File: config.mk
export PLATFORM = sky130hd
export DESIGN_NAME = seq_shift_add_mult_flat
export DESIGN_NICKNAME = d
export VERILOG_FILES = /design/src/rtl/seq_shift_add_mult_if.sv /design/src/rtl/seq_shift_add_mult.sv /design/src/flat_wrapper.sv
export SDC_FILE = /design/constraint.sdc
export NUM_CORES = 1
export LEC_CHECK = 0
export BUFFER_PORTS_ARGS = -buffer_cell sky130_fd_sc_hd__buf_2
export CAP_MARGIN = 40
export CORE_AREA = 5 5 88 90
export DETAILED_ROUTE_END_ITERATION = 6
export DIE_AREA = 0 0 93 95
export GPL_TIMING_DRIVEN = 0
export PLACE_DENSITY = 0.68
export SLEW_MARGIN = 25
export SYNTH_ARGS = -nofsm -noshare
export SYNTH_HDL_FRONTEND = slang
export SYNTH_SLANG_ARGS = --single-unit
File: constraint.sdc
create_clock -name clk -period 5.1 [get_ports clk]
set_input_delay 1.02 -clock clk [delete_from_list [all_inputs] [get_ports clk]]
set_output_delay 1.02 -clock clk [all_outputs]
set_load 0.02 [all_outputs]
File: src/rtl/seq_shift_add_mult_if.sv
// Operand/result bundle between a multiply requester and the shift-add multiplier.
// Latency: none (wiring only).
// Backpressure: none; the requester watches busy/done and the unit ignores start while busy.
interface seq_shift_add_mult_if #(
    parameter int WIDTH = 8
);
    logic                 start;
    logic [WIDTH-1:0]     a;
    logic [WIDTH-1:0]     b;
    logic                 busy;
    logic                 done;
    logic [2*WIDTH-1:0]   product;

    modport master (
        output start, a, b,
        input  busy, done, product
    );

    modport slave (
        input  start, a, b,
        output busy, done, product
    );
endinterface

File: src/rtl/seq_shift_add_mult.sv
// Sequential shift-and-add multiplier, one multiplier bit per clock, optional two's complement mode.
// Latency: WIDTH cycles from accepted start to done; with SEQ_MULT_EARLY_TERM_EN defined, it is
// as few as 1 cycle once the remaining multiplier bits are all zero.
// Backpressure: start is only honoured in IDLE; requests seen in RUN or DONE are dropped, not queued.
module seq_shift_add_mult #(
    parameter int WIDTH  = 8,
    parameter int SIGNED = 0
) (
    input  logic                  clk,
    input  logic                  reset,
    seq_shift_add_mult_if.slave   bus
);
    localparam int              CW       = $clog2(WIDTH) + 1;
    localparam logic [CW-1:0]   LAST_CNT = CW'(WIDTH - 1);

    typedef enum logic [1:0] {
        IDLE = 2'd0,
        RUN  = 2'd1,
        DONE = 2'd2
    } state_t;

    state_t                 state;
    state_t                 state_nxt;

    // a_sh shifts right so bit 0 is always the multiplier bit being processed;
    // b_sh shifts left so it always carries the current B<<i weight.
    logic [WIDTH-1:0]       a_sh;
    logic [2*WIDTH-1:0]     b_sh;
    logic [2*WIDTH-1:0]     b_ext;
    logic [2*WIDTH-1:0]     acc;
    logic [2*WIDTH-1:0]     acc_nxt;
    logic [2*WIDTH-1:0]     addend;
    logic [2*WIDTH-1:0]     product_q;
    logic [CW-1:0]          cnt;
    logic                   last_bit;

    // Operand extension, per-bit partial product and completion detection.
    always_comb begin
        b_ext  = (SIGNED != 0) ? {{WIDTH{bus.b[WIDTH-1]}}, bus.b} : {{WIDTH{1'b0}}, bus.b};
        addend = a_sh[0] ? b_sh : '0;
        // The sign bit of a two's complement multiplier carries weight -2^(W-1).
        if ((SIGNED != 0) && (cnt == LAST_CNT)) begin
            acc_nxt = acc - addend;
        end else begin
            acc_nxt = acc + addend;
        end
`ifdef SEQ_MULT_EARLY_TERM_EN
        // Nothing left to add once every higher bit is zero; a negative multiplier
        // keeps its sign bit set so it always runs the full width.
        last_bit = (cnt == LAST_CNT) || (a_sh[WIDTH-1:1] == '0);
`else
        last_bit = (cnt == LAST_CNT);
`endif
    end

    // State register.
    always_ff @(posedge clk or posedge reset) begin
        if (reset) begin
            state <= IDLE;
        end else begin
            state <= state_nxt;
        end
    end

    // Next-state logic: IDLE -start-> RUN -last bit-> DONE -> IDLE.
    always_comb begin
        state_nxt = state;
        case (state)
            IDLE:    if (bus.start) state_nxt = RUN;
            RUN:     if (last_bit)  state_nxt = DONE;
            DONE:    state_nxt = IDLE;
            default: state_nxt = IDLE;
        endcase
    end

    // Datapath: latch operands on accept, accumulate one bit per RUN cycle,
    // and publish the product only on the completing edge.
    always_ff @(posedge clk or posedge reset) begin
        if (reset) begin
            a_sh      <= '0;
            b_sh      <= '0;
            acc       <= '0;
            cnt       <= '0;
            product_q <= '0;
        end else begin
            case (state)
                IDLE: begin
                    if (bus.start) begin
                        a_sh <= bus.a;
                        b_sh <= b_ext;
                        acc  <= '0;
                        cnt  <= '0;
                    end
                end
                RUN: begin
                    acc  <= acc_nxt;
                    a_sh <= a_sh >> 1;
                    b_sh <= b_sh << 1;
                    cnt  <= cnt + 1'b1;
                    if (last_bit) begin
                        product_q <= acc_nxt;
                    end
                end
                default: begin
                end
            endcase
        end
    end

    assign bus.busy    = (state == RUN);
    assign bus.done    = (state == DONE);
    assign bus.product = product_q;

endmodule

File: src/flat_wrapper.sv
// flat-port wrapper written by rule: the top's interface ports become plain ports
module seq_shift_add_mult_flat 
#(
    parameter int WIDTH  = 8,
    parameter int SIGNED = 0
)
  (clk, reset, bus_start, bus_a, bus_b, bus_busy, bus_done, bus_product);
  seq_shift_add_mult_if #(.WIDTH(WIDTH)) bus_i ();
  input  logic clk;
  input  logic reset;
  input wire logic [$bits(bus_i.start)-1:0] bus_start;
  input wire logic [$bits(bus_i.a)-1:0] bus_a;
  input wire logic [$bits(bus_i.b)-1:0] bus_b;
  output wire logic [$bits(bus_i.busy)-1:0] bus_busy;
  output wire logic [$bits(bus_i.done)-1:0] bus_done;
  output wire logic [$bits(bus_i.product)-1:0] bus_product;
  assign bus_i.start = bus_start;
  assign bus_i.a = bus_a;
  assign bus_i.b = bus_b;
  assign bus_busy = bus_i.busy;
  assign bus_done = bus_i.done;
  assign bus_product = bus_i.product;
  seq_shift_add_mult #(.WIDTH(WIDTH), .SIGNED(SIGNED)) u_core (.clk(clk), .reset(reset), .bus(bus_i));
endmodule
* Word level (Yosys, flattened, before mapping)
Index checks and enable logic that the tools add are counted.
** Storage, ports and cells
- Register bits after elaboration :: 62
- Latch bits :: 0
- Bits in writable memories :: 0
- ROM bits :: 0
- Input port bits :: 19
- Output and inout bits :: 18
- Word-level logic and storage cells :: 30
- Memories :: 0
** Cells by class
- Add/subtract/negate cells :: 2
- $mul :: 0
- Divide/modulo/power cells :: 0
- Order comparisons :: 0
- Eq/ne operators :: 5
- Shift-type cells :: 0
- Muxes and demuxes :: 12
- Bitwise gates (word level) :: 0
- Reduce and logical (&&, ||, !) cells :: 5
** Operator list (number)
- $pmux W16 S2 :: 2
- $mux W16 :: 3
- $add A16 B16 Y16 :: 1
- $pmux W8 S2 :: 1
- $mux W8 :: 1
- $pmux W4 S2 :: 1
- $reduce_and A2 Y1 :: 3
- $add A4 B1 Y4 const B :: 1
- $eq A4 B3 Y1 const B :: 1
- $mux W2 :: 2
- $mux W4 :: 1
- $pmux W2 S2 :: 1
- $eq A2 B1 Y1 const B :: 1
- $eq A2 B2 Y1 const B :: 1
- $logic_not A2 Y1 :: 1
- $ne A2 B1 Y1 const B :: 1
- $ne A2 B2 Y1 const B :: 1
- $reduce_bool A2 Y1 :: 1

* Depth between registers and ports, before layout
Gate-level depths: netlist of the first run.
- Depth in word-level cells :: 3
- Mapped depth :: 10
- Mapped depth without buffers :: 9

* Worst setup path before layout of the first run
Ideal clock, no wire load.
- Path kind :: register to output
- Start point :: register u_core.state[1]
- End point :: output bus_busy
- Arrival :: 1.327 ns
- Data required time :: 4.080 ns
- Setup slack :: 2.753 ns
- Cell stages (with the launch flop) :: 5
- Buffers on the path :: 2
- Cell sequence :: dfrtp_1 -> nand2b_1 -> inv_1 -> clkbuf_1 -> clkbuf_1
** On the way
- Word-level cells in the longest chain between the ends :: 1
** RTL lines
- start, declared :: RTL line seq_shift_add_mult.sv:22 : state_t state;
- start signal, assigned :: RTL line seq_shift_add_mult.sv:61 : state <= state_nxt;
- $eq A2 B1 Y1 :: RTL line seq_shift_add_mult.sv:110 : assign bus.busy = (state == RUN);
- end, declared :: RTL line flat_wrapper.sv:14 : output wire logic [$bits(bus_i.busy)-1:0] bus_busy;
No other way between the ends.

* Worst setup path after layout of the first run
Same ends and word-level chain as after synthesis.

==> flow_metrics.env, run 1 <==
export IMPL_synth_top_cell_area_share=0.4713
export IMPL_cts_sinks=62
export IMPL_switching_share=0.4112
export IMPL_cts_setup_buffers=0
export IMPL_grt_ovfl_total=0
export IMPL_initial_core_util=0.4715
export IMPL_n_antenna_cell=0
export IMPL_cts_hold_buf=0
export IMPL_clk_latency_ps=350
export IMPL_grt_pass1_wl_mm=12.88
export IMPL_fillers=683
export IMPL_synth_seq_cells=62
export IMPL_relSlewSlack=0.6244
export IMPL_synthArstFlopShare=1.000
export IMPL_netlist_area_sq_um=3292
export IMPL_drtIter0Drc=86
export IMPL_synth_ff_type="dfrtp_1"
export IMPL_pin_count=37
export IMPL_coreArea_sq_um=6982
export IMPL_p_sw_w=0.0008434
export IMPL_power_share_clock=0.186
export IMPL_tightestPinTransition_ps=563.4
export IMPL_grt_pass1_vias=2668
export IMPL_syn_num_nets=371
export IMPL_power_density_nw_per_um2=544.8
export IMPL_arrival_ps=2310
export IMPL_cts_tree="yes"
export IMPL_finalHoldViolCount=0
export IMPL_fin_crit_ps=3327
export IMPL_ctsResizeCount=0
export IMPL_routed_wl_mm=7.436
export IMPL_wire_per_inst_microns=15.82
export IMPL_sequentialPowerShare=0.399
export IMPL_grt_max_degree=39
export IMPL_rsz0062_at_grt="no"
export IMPL_design_area_sq_um=3765
export IMPL_leakagePower_nw=1.872
export IMPL_clk_pin_slew_ps=70
export IMPL_yosysSeqAreaShare=0.4713
export IMPL_chipWidth_microns=93
export IMPL_stdcell_count=470
export IMPL_maxCapViolCount=0
export IMPL_cp_data_required_time_ps=4080
export IMPL_start_kind="register"
export IMPL_drc=0
export IMPL_worstPathMaxFanout=10
export IMPL_place_hpwl_mm=5.350
export IMPL_clk_path_buf_depth=2
export IMPL_place_inst=454
export IMPL_max_freq_mhz=300.6
export IMPL_dr_total_vias=2636
export IMPL_io_buffer_count=36
export IMPL_netlist_top_cells_area="dfrtp_1 47%, ha_1 6.1%, a22o_1 5.6%, nand2_1 5.6%, o21ai_0 4.4%"
export IMPL_grt_antenna_before_repair=0
export IMPL_fp_dieH_microns=95
export IMPL_num_nets_final=419
export IMPL_grtUsageTotal=0.1867
export IMPL_rows=31
export IMPL_total_power_w=0.002051
export IMPL_yosys_cell_types_count=44
export IMPL_root_buffer="clkbuf_8"
export IMPL_placed_cell_area_sq_um=3597
export IMPL_power_frac_comb=0.414
export IMPL_ant_nets=0
export IMPL_setup_tns_ps=0
export IMPL_synth_cells=335
export IMPL_p_int_w=0.001208
export IMPL_syn_avg_cell_area_sq_um=9.827
export IMPL_peakVddDrop_mv=0.1775
export IMPL_synth_top_area_cell="dfrtp_1"
export IMPL_drt_pass1_iterations=4
export IMPL_finalClockSkew_ps=6.760
export IMPL_drive_above_1_share=0.1649
export IMPL_slew_viol_final=0
export IMPL_hp_class="register to register"
export IMPL_yosys_warnings=0
export IMPL_dieArea_sq_um=8835
export IMPL_endpoint_kind="output port"
export IMPL_synth_edff_count=0
export IMPL_htreeDepth=3
export IMPL_rrSetupSlack_ps=2210
export IMPL_status="completed"
export IMPL_post_route_period_util=0.6523
export IMPL_setup_violations=0
export IMPL_gp_congestion=0.9111
export IMPL_cts_buffers=9
export IMPL_syn_to_final_growth_pct=14.37
export IMPL_routed_via_density=5.609
export IMPL_critical_path_class="register to output port"
==> logic make-up (layout without fill, tap and decap cells) <==
| group | count (synthesis) | count (layout) | synth area share |
|---|---|---|---|
| adder cells (fa/ha/maj) | 17 | 17 | 0.06689 |
| flip-flops | 62 | 62 | 0.4713 |
| AND/OR/NAND/NOR | 99 | 99 | 0.1475 |
| multiplexers | 3 | 3 | 0.01026 |
| AO/OA/AOI/OAI | 115 | 115 | 0.2364 |
| XOR/XNOR | 15 | 15 | 0.03991 |
| buffers and inverters | 24 | 77 | 0.02774 |
==> layer usage <==
layer	global-route usage	part of all wire	up-vias
met5	0	0	-
met4	0.06105	0.014	0
met3	0.05578	0.048	12
met1	0.2481	0.48	1280
met2	0.2927	0.46	56
li1	-	-	1288
==> placed cells by master (no fill, tap or decap), types with 3 or more instances in the layout <==
master    synthesis  routed
a21o_1            5       5
a21oi_1          28      28
a22o_1           21      21
a22oi_1          14      14
and2_1           15      15
buf_2             1      37
clkbuf_1         17      19
clkbuf_8          0      10
clkinv_2          0       3
dfrtp_1          62      62
ha_1             16      16
inv_1             4       3
mux2_2            3       3
nand2_1          49      49
nor2_1            5       5
nor2b_1          19      19
o21ai_0          29      29
xnor2_1           7       7
xor2_1            8       8
==> state kept, by name, summed over array words and instances, names as in the netlist <==
register,cells
u_core.a_sh,8
u_core.acc,16
u_core.b_sh,16
u_core.bus.product,16
u_core.cnt,4
u_core.state,2
==> final timing paths <==
check / start / endpoint / depth (start not counted)
setup / recovery: u_core.state[1] / bus_busy / 5
hold / removal: u_core.bus.product[14] / u_core.bus.product[14] / 2
setup reg to reg: u_core.a_sh[0] / u_core.acc[10] / 9
hold reg to reg: u_core.bus.product[14] / u_core.bus.product[14] / 2
max in group asynchronous: reset / u_core.bus.product[9] / 3
min in group asynchronous: reset / u_core.cnt[2] / 2
==> synth_stat cells, types with 2 or more instances <==
| master | count |
|---|---|
| a21o_1 | 5 |
| a21oi_1 | 28 |
| a22o_1 | 21 |
| a22oi_1 | 14 |
| a31oi_2 | 2 |
| and2_1 | 15 |
| buf_1 | 2 |
| clkbuf_1 | 17 |
| dfrtp_1 | 62 |
| ha_1 | 16 |
| inv_1 | 4 |
| mux2_2 | 3 |
| nand2_1 | 49 |
| nand3_1 | 2 |
| nand4_1 | 2 |
| nor2_1 | 5 |
| nor2b_1 | 19 |
| o21a_1 | 2 |
| o21ai_0 | 29 |
| xnor2_1 | 7 |
| xor2_1 | 8 |
==> power by group through the flow <==
| stage | combinational [W] | sequential (W) | clock, W |
|---|---|---|---|
| after floorplan | 0.000575 | 0.000853 | 0 |
| after global placement | 0.000830 | 0.000816 | 0 |
| after detailed placement | 0.000857 | 0.000823 | 0 |
| after CTS | 0.000859 | 0.000818 | 0.000393 |
| after global routing | 0.000957 | 0.000844 | 0.000417 |
| final | 0.000850 | 0.000819 | 0.000382 |
==> area by class of cell <==
class,instances,area [sq um],share of cell area
tap,82,102.6,0.02725
multi-input combinational,249,1649,0.4380
sequential,62,1551,0.4121
inverter,4,17.52,0.004653
buffer,20,76.32,0.02027
clock buffer,12,145.1,0.03855
timing repair buffer,37,200.2,0.05317
clock inverter,4,22.52,0.005982
==> through the flow <==
stage | utilization | setup WS, ps | hold slack, ps
2_1_floorplan | - | 2539 | 456.3
3_3_place_gp | 0.5120 | 1687 | 454.8
3_5_place_dp | 0.5152 | 2131 | 457.8
4_1_cts | 0.5392 | 1727 | 475.5
5_1_grt | 0.5392 | 1596 | 493.3
6_report | 0.5392 | 1773 | 469.1
==> critical path, stage by stage (launching register included) <==
cell	delay, ps
dfrtp_1	390
nand2b_1	270
inv_1	120
clkbuf_1	400
clkbuf_1	500
buf_2	270
(Power assumes the default switching activity.)
==> run 2, diff against run 1 <==
--- a/config.mk
+++ b/config.mk
@@ -11,7 +11,7 @@
 export DETAILED_ROUTE_END_ITERATION = 6
 export DIE_AREA = 0 0 93 95
 export GPL_TIMING_DRIVEN = 0
-export PLACE_DENSITY = 0.68
+export PLACE_DENSITY = 0.71
 export SLEW_MARGIN = 25
 export SYNTH_ARGS = -nofsm -noshare
 export SYNTH_HDL_FRONTEND = slang
==> constraint.sdc (replaced) <==
create_clock -name clk -period 2.8 [get_ports clk]
set_input_delay 0.56 -clock clk [delete_from_list [all_inputs] [get_ports clk]]
set_output_delay 0.56 -clock clk [all_outputs]
set_load 0.02 [all_outputs]
==> run 2 against run 1 <==
Against the previous run:
- sequential share of layout area shrank 0.57 points
- power grew 91%
- combinational power grew 84%
- global-route usage shrank 0.58 points
- sequential cell count is the same
- first-iteration DRC count grew 9.3%
- critical endpoint is now u_core.acc[10]
- wire length shrank 2.0%
- core utilization grew 0.81 points
- via count shrank 0.72%
- sequential power grew 82%
- clock skew grew 4.7 ps
- register-to-register slack lost 2000 ps
==> flow_metrics.env, run 2 (synthesis gave the netlist of run 1 again) <==
export IMPL_htreeDepth=3
export IMPL_placed_cell_area_sq_um=3597
export IMPL_cts_hold_buf=0
export IMPL_cts_setup_buffers=0
export IMPL_drc=0
export IMPL_cts_sinks=62
export IMPL_power_density_nw_per_um2=1023
export IMPL_stdcell_count=469
export IMPL_dr_total_vias=2617
export IMPL_ant_nets=0
export IMPL_critPathMaxStageDelay_ps=470
export IMPL_io_buffer_count=36
export IMPL_grt_max_degree=34
export IMPL_worstPathMaxFanout=10
export IMPL_drtIter0Drc=94
export IMPL_pin_count=37
export IMPL_endpoint_kind="register"
export IMPL_dieArea_sq_um=8835
export IMPL_drive_above_1_share=0.1783
export IMPL_start_kind="register"
export IMPL_r2r_end="u_core.acc[10]"
export IMPL_grt_antenna_before_repair=0
export IMPL_fillers=665
export IMPL_n_antenna_cell=0
export IMPL_final_common_cell="dfrtp_1"
export IMPL_slowest_stage="dfrtp_2"
export IMPL_grtUsageTotal=0.1809
export IMPL_fp_dieH_microns=95
export IMPL_layout_common_cells="61 x dfrtp_1, 49 x nand2_1, 37 x buf_2"
export IMPL_rsz0062_at_grt="no"
export IMPL_relSlewSlack=0.6431
export IMPL_peakVddDrop_mv=0.4353
export IMPL_leakagePower_nw=1.902
export IMPL_crit_buf_inv=1
export IMPL_tightestPinTransition_ps=535.3
export IMPL_drt_pass1_iterations=4
export IMPL_place_hpwl_mm=5.309
export IMPL_reg2reg_from="u_core.a_sh[0]"
export IMPL_clk_latency_ps=340
export IMPL_cp_top_family="compound AO/OA/AOI/OAI gates"
export IMPL_startpoint="u_core.a_sh[0]"
export IMPL_clk_pin_slew_ps=80
export IMPL_setup_violations=0
export IMPL_max_freq_mhz=382.5
export IMPL_finalClockSkew_ps=11.43
export IMPL_syn_to_final_growth_pct=16.08
export IMPL_slew_viol_final=0
export IMPL_routed_via_density=5.580
export IMPL_final_setup_worst_slack_ps=185.5
export IMPL_path_depth=9
export IMPL_initial_core_util=0.4715
export IMPL_status="completed"
export IMPL_num_nets_final=418
export IMPL_rows=31
export IMPL_place_inst=454
export IMPL_timing_hold_ws_ps=203.7
export IMPL_grt_ovfl_total=0
export IMPL_grt_pass1_wl_mm=12.48
export IMPL_arrival_ps=2830
export IMPL_clk_path_buf_depth=2
export IMPL_critical_path_class="register to register"
export IMPL_chipWidth_microns=93
export IMPL_cts_tree="yes"
export IMPL_routed_wl_mm=7.290
export IMPL_maxCapViolCount=0
export IMPL_cts_buffers=9
export IMPL_hp_class="input port to async pin"
export IMPL_root_buffer="clkbuf_8"
export IMPL_design_area_sq_um=3821
export IMPL_gp_congestion=0.9032
export IMPL_grt_pass1_vias=2676
export IMPL_rr_worst_depth=9
export IMPL_wire_per_inst_microns=15.54
export IMPL_cp_data_required_time_ps=3010
export IMPL_place_ws_ps=-13.73
export IMPL_fin_crit_ps=2615
export IMPL_coreArea_sq_um=6982
export IMPL_finalHoldViolCount=0
export IMPL_rrSetupSlack_ps=190
export IMPL_crit_chain="clkbuf_2 > and2_1 > ha_1 > a21o_2 > a221oi_4 > o21ai_2 > a31oi_1 > xor2_1 > o21ai_0"
export IMPL_post_route_period_util=0.9338
[run 2: cell types whose count changed in the layout (fill, tap and decap cells not counted), sizes merged]
cell	delta
clkbuf	-4
clkinvlp	-1
bufinv	+2
clkinv	+2
[run 2: worst register-to-register path: stages (launching register included)]
cell and delay [ps]:
dfrtp_2 470, clkbuf_2 190, and2_1 170, ha_1 360
a21o_2 270, a221oi_4 360, o21ai_2 120, a31oi_1 210
xor2_1 230, o21ai_0 110
[run 2: cell type report]
type                            instances  area (sq um)  area share
Multi-Input combinational cell        249          1660      0.4345
Sequential cell                        62          1553      0.4064
Timing Repair Buffer                   37         200.2     0.05239
Clock buffer                            9         123.9     0.03242
Tap cell                               82         102.6     0.02685
Clock inverter                          7         88.84     0.02325
Buffer                                 19         75.07     0.01965
Inverter                                4         17.52    0.004584
[run 2: worst max path at each step]
stage                                        end  slack (ps)
after detailed placement          u_core.acc[10]         -10
final                             u_core.acc[10]         190
after CTS                         u_core.acc[10]          50
after global routing      u_core.bus.product[10]         0.2
after floorplan           u_core.bus.product[10]         470
after global placement     u_core.bus.product[2]        -130
[run 2: metrics by stage]
step / util / power [W] / TNS [ps]
after floorplan: - / 0.002600 / 0
after CTS: 0.5461 / 0.003936 / 0
after global routing: 0.5473 / 0.004209 / 0
final: 0.5473 / 0.003908 / 0
after detailed placement: 0.5152 / 0.003056 / -13.83
after global placement: 0.5120 / 0.002997 / -7982
[run 2: routing by layer]
layer / up-vias / track usage / share of wire
met4: 0 / 0.07204 / 0.016
li1: 1292 / - / -
met1: 1262 / 0.2499 / 0.50
met5: - / 0 / 0
met3: 12 / 0.03506 / 0.044
met2: 51 / 0.2807 / 0.44
[run 2: repair_timing]
action,in CTS,in global routing
setup endpoints to repair,4,8
pin swaps,0,1
resized for setup,2,2
[run 2: power breakdown]
group          total (W)  leakage (nW)  internal (W)  switching [W]
registers        0.00149         0.818       0.00125       0.000238
logic            0.00156         0.971      0.000615       0.000940
clock network   0.000867         0.113      0.000496       0.000371
total            0.00391          1.90       0.00236        0.00155
==> run 3, diff against run 2 <==
--- a/config.mk
+++ b/config.mk
@@ -7,11 +7,11 @@
 export LEC_CHECK = 0
 export BUFFER_PORTS_ARGS = -buffer_cell sky130_fd_sc_hd__buf_2
 export CAP_MARGIN = 40
-export CORE_AREA = 5 5 88 90
+export CORE_AREA = 5 5 121 66
 export DETAILED_ROUTE_END_ITERATION = 6
-export DIE_AREA = 0 0 93 95
+export DIE_AREA = 0 0 126 71
 export GPL_TIMING_DRIVEN = 0
-export PLACE_DENSITY = 0.71
+export PLACE_DENSITY = 0.69
 export SLEW_MARGIN = 25
 export SYNTH_ARGS = -nofsm -noshare
 export SYNTH_HDL_FRONTEND = slang
==> constraint.sdc (replaced) <==
create_clock -name clk -period 2.5 [get_ports clk]
set_input_delay 0.5 -clock clk [delete_from_list [all_inputs] [get_ports clk]]
set_output_delay 0.5 -clock clk [all_outputs]
set_load 0.02 [all_outputs]
==> run 3 against run 2 <==
Against the previous run:
- final cell count rose by 3.0%
- sequential cell count stayed put
- clock skew fell by 1.8 ps
- combinational power rose by 22%
- die area increased by 1.3%
- register-to-register slack got worse by 99 ps
- sequential power is 13% higher
- critical path depth is the same
- clock power up 23%
- highest routed layer unchanged
==> flow_metrics.env, run 3 (synthesis gave the netlist of run 1 again) <==
export IMPL_routed_wl_mm=8.495
export IMPL_placed_cell_area_sq_um=3615
export IMPL_drtIter0Drc=209
export IMPL_cts_hold_buf=0
export IMPL_peakVddDrop_mv=0.6373
export IMPL_drive_above_1_share=0.2377
export IMPL_htreeDepth=3
export IMPL_clk_latency_ps=330
export IMPL_grt_pass1_wl_mm=13.98
export IMPL_grtUsageTotal=0.1992
export IMPL_fp_dieH_microns=71
export IMPL_tightestPinTransition_ps=524.1
export IMPL_crit_chain="and2_1 > ha_1 > fa_2 > a21o_1 > a221oi_4 > o21ai_2 > a31oi_1 > xor2_1 > o21ai_0"
export IMPL_max_freq_mhz=414.3
export IMPL_hp_class="input port to async pin"
export IMPL_grt_antenna_before_repair=0
export IMPL_maxCapViolCount=0
export IMPL_rsz0062_at_grt="yes"
export IMPL_power_density_nw_per_um2=1164
export IMPL_place_hpwl_mm=6.097
export IMPL_grt_pass1_vias=2651
export IMPL_final_common_cell="dfrtp_1"
export IMPL_rows=22
export IMPL_pin_count=37
export IMPL_layout_common_cells="61 x dfrtp_1, 49 x nand2_1, 37 x buf_2"
export IMPL_ant_nets=0
export IMPL_clk_path_buf_depth=2
export IMPL_initial_core_util=0.4746
export IMPL_critical_path_class="register to register"
export IMPL_fin_crit_ps=2414
export IMPL_cp_top_family="compound AO/OA/AOI/OAI gates"
export IMPL_grt_max_degree=34
export IMPL_status="completed"
export IMPL_cts_buffers=9
export IMPL_leakagePower_nw=1.941
export IMPL_dr_total_vias=2754
export IMPL_finalHoldViolCount=0
export IMPL_drt_pass1_iterations=4
export IMPL_routed_via_density=5.702
export IMPL_clk_pin_slew_ps=50
export IMPL_place_inst=468
export IMPL_design_area_sq_um=4008
export IMPL_critPathMaxStageDelay_ps=410
export IMPL_endpoint_kind="register"
export IMPL_syn_to_final_growth_pct=21.74
export IMPL_fillers=636
export IMPL_dieArea_sq_um=8946
export IMPL_slew_viol_final=0
export IMPL_worstPathMaxFanout=4
export IMPL_wire_per_inst_microns=17.59
export IMPL_coreArea_sq_um=6937
export IMPL_start_kind="register"
export IMPL_finalClockSkew_ps=9.648
export IMPL_gp_congestion=0.9558
export IMPL_io_buffer_count=36
export IMPL_root_buffer="clkbuf_16"
export IMPL_grt_ovfl_total=0
export IMPL_slowest_stage="dfrtp_1"
export IMPL_cp_data_required_time_ps=2690
export IMPL_chipWidth_microns=126
export IMPL_crit_buf_inv=0
export IMPL_drc=0
export IMPL_post_route_period_util=0.9654
export IMPL_cts_tree="yes"
export IMPL_setup_violations=0
export IMPL_n_antenna_cell=0
export IMPL_stdcell_count=483
export IMPL_arrival_ps=2610
export IMPL_cts_sinks=62
export IMPL_num_nets_final=421
export IMPL_relSlewSlack=0.6506
-- run 3: cell types whose count changed in the layout (fill, tap and decap cells not counted), sizes merged --
cell	previous run	this run
bufinv	2	0
clkbuf	25	22
buf	40	47
inv	4	3
clkinv	5	3
clkinvlp	0	1
-- run 3: repair_timing --
item | 4_1_cts | 5_1_grt
buffers inserted | 3 | 3
pin swaps | 3 | 7
hold endpoints to repair | 0 | 0
endpoints found under the setup margin | 17 | 16
resized for setup | 14 | 16
-- run 3: layout make-up --
cell class | instances | area [sq um] | area share
plain buffers | 16 | 66.31 | 0.01655
clock buffers | 10 | 229.0 | 0.05713
clock inverters | 3 | 15.01 | 0.003746
inverters | 4 | 21.27 | 0.005308
multi-input cells | 249 | 1758 | 0.4387
flip-flops and latches | 62 | 1553 | 0.3874
well taps | 96 | 120.1 | 0.02997
repair buffers | 43 | 245.2 | 0.06119
-- run 3: report_power, final --
group | internal, W | total, W | switching (W)
Combinational | 0.000760 | 0.00191 | 0.00115
Sequential | 0.00140 | 0.00169 | 0.000285
Clock | 0.000647 | 0.00107 | 0.000423
Total | 0.00281 | 0.00467 | 0.00186
-- run 3: path summary, 6_finish.rpt --
check	cells after the start	endpoint	startpoint	slack (ps)
min reg2reg	2	u_core.bus.product[6]	u_core.bus.product[6]	460
max reg2reg	9	u_core.bus.product[10]	u_core.b_sh[0]	90
max in group asynchronous	3	u_core.bus.product[13]	reset	1840
min	2	u_core.a_sh[4]	reset	160
min in group clk	3	u_core.b_sh[2]	bus_b[2]	460
max	9	u_core.bus.product[10]	u_core.b_sh[0]	90
-- run 3: worst reg2reg max path, delay by kind of cell, from the launching register on --
| family | cells | cell delay, ps |
|---|---|---|
| adder cells (fa/ha/maj) | 2 | 580 |
| flip-flops | 1 | 410 |
| AND/OR/NAND/NOR | 1 | 170 |
| AO/OA/AOI/OAI | 5 | 930 |
| XOR/XNOR | 1 | 210 |
-- run 3: per-layer routing --
metal / up-vias / share of wire / global-route usage
met4: 0 / 0.0074 / 0.04400
li1: 1291 / - / -
met2: 95 / 0.40 / 0.2560
met3: 7 / 0.067 / 0.07014
met1: 1361 / 0.53 / 0.3138
met5: - / 0 / 0
-- run 3: stage by stage --
stage,setup slack [ps],total power [W],hold slack (ps),TNS (ps),util
global route,-44.56,0.004977,196.7,-144.8,0.5777
CTS,1.939,0.004612,166.0,0,0.5662
detailed placement,-292.7,0.003468,457.9,-3628,0.5211
floorplan,170.2,0.002912,456.3,0,-
global placement,-355.9,0.003394,452.9,-24360,0.5179
finish,86.41,0.004666,159.0,0,0.5777
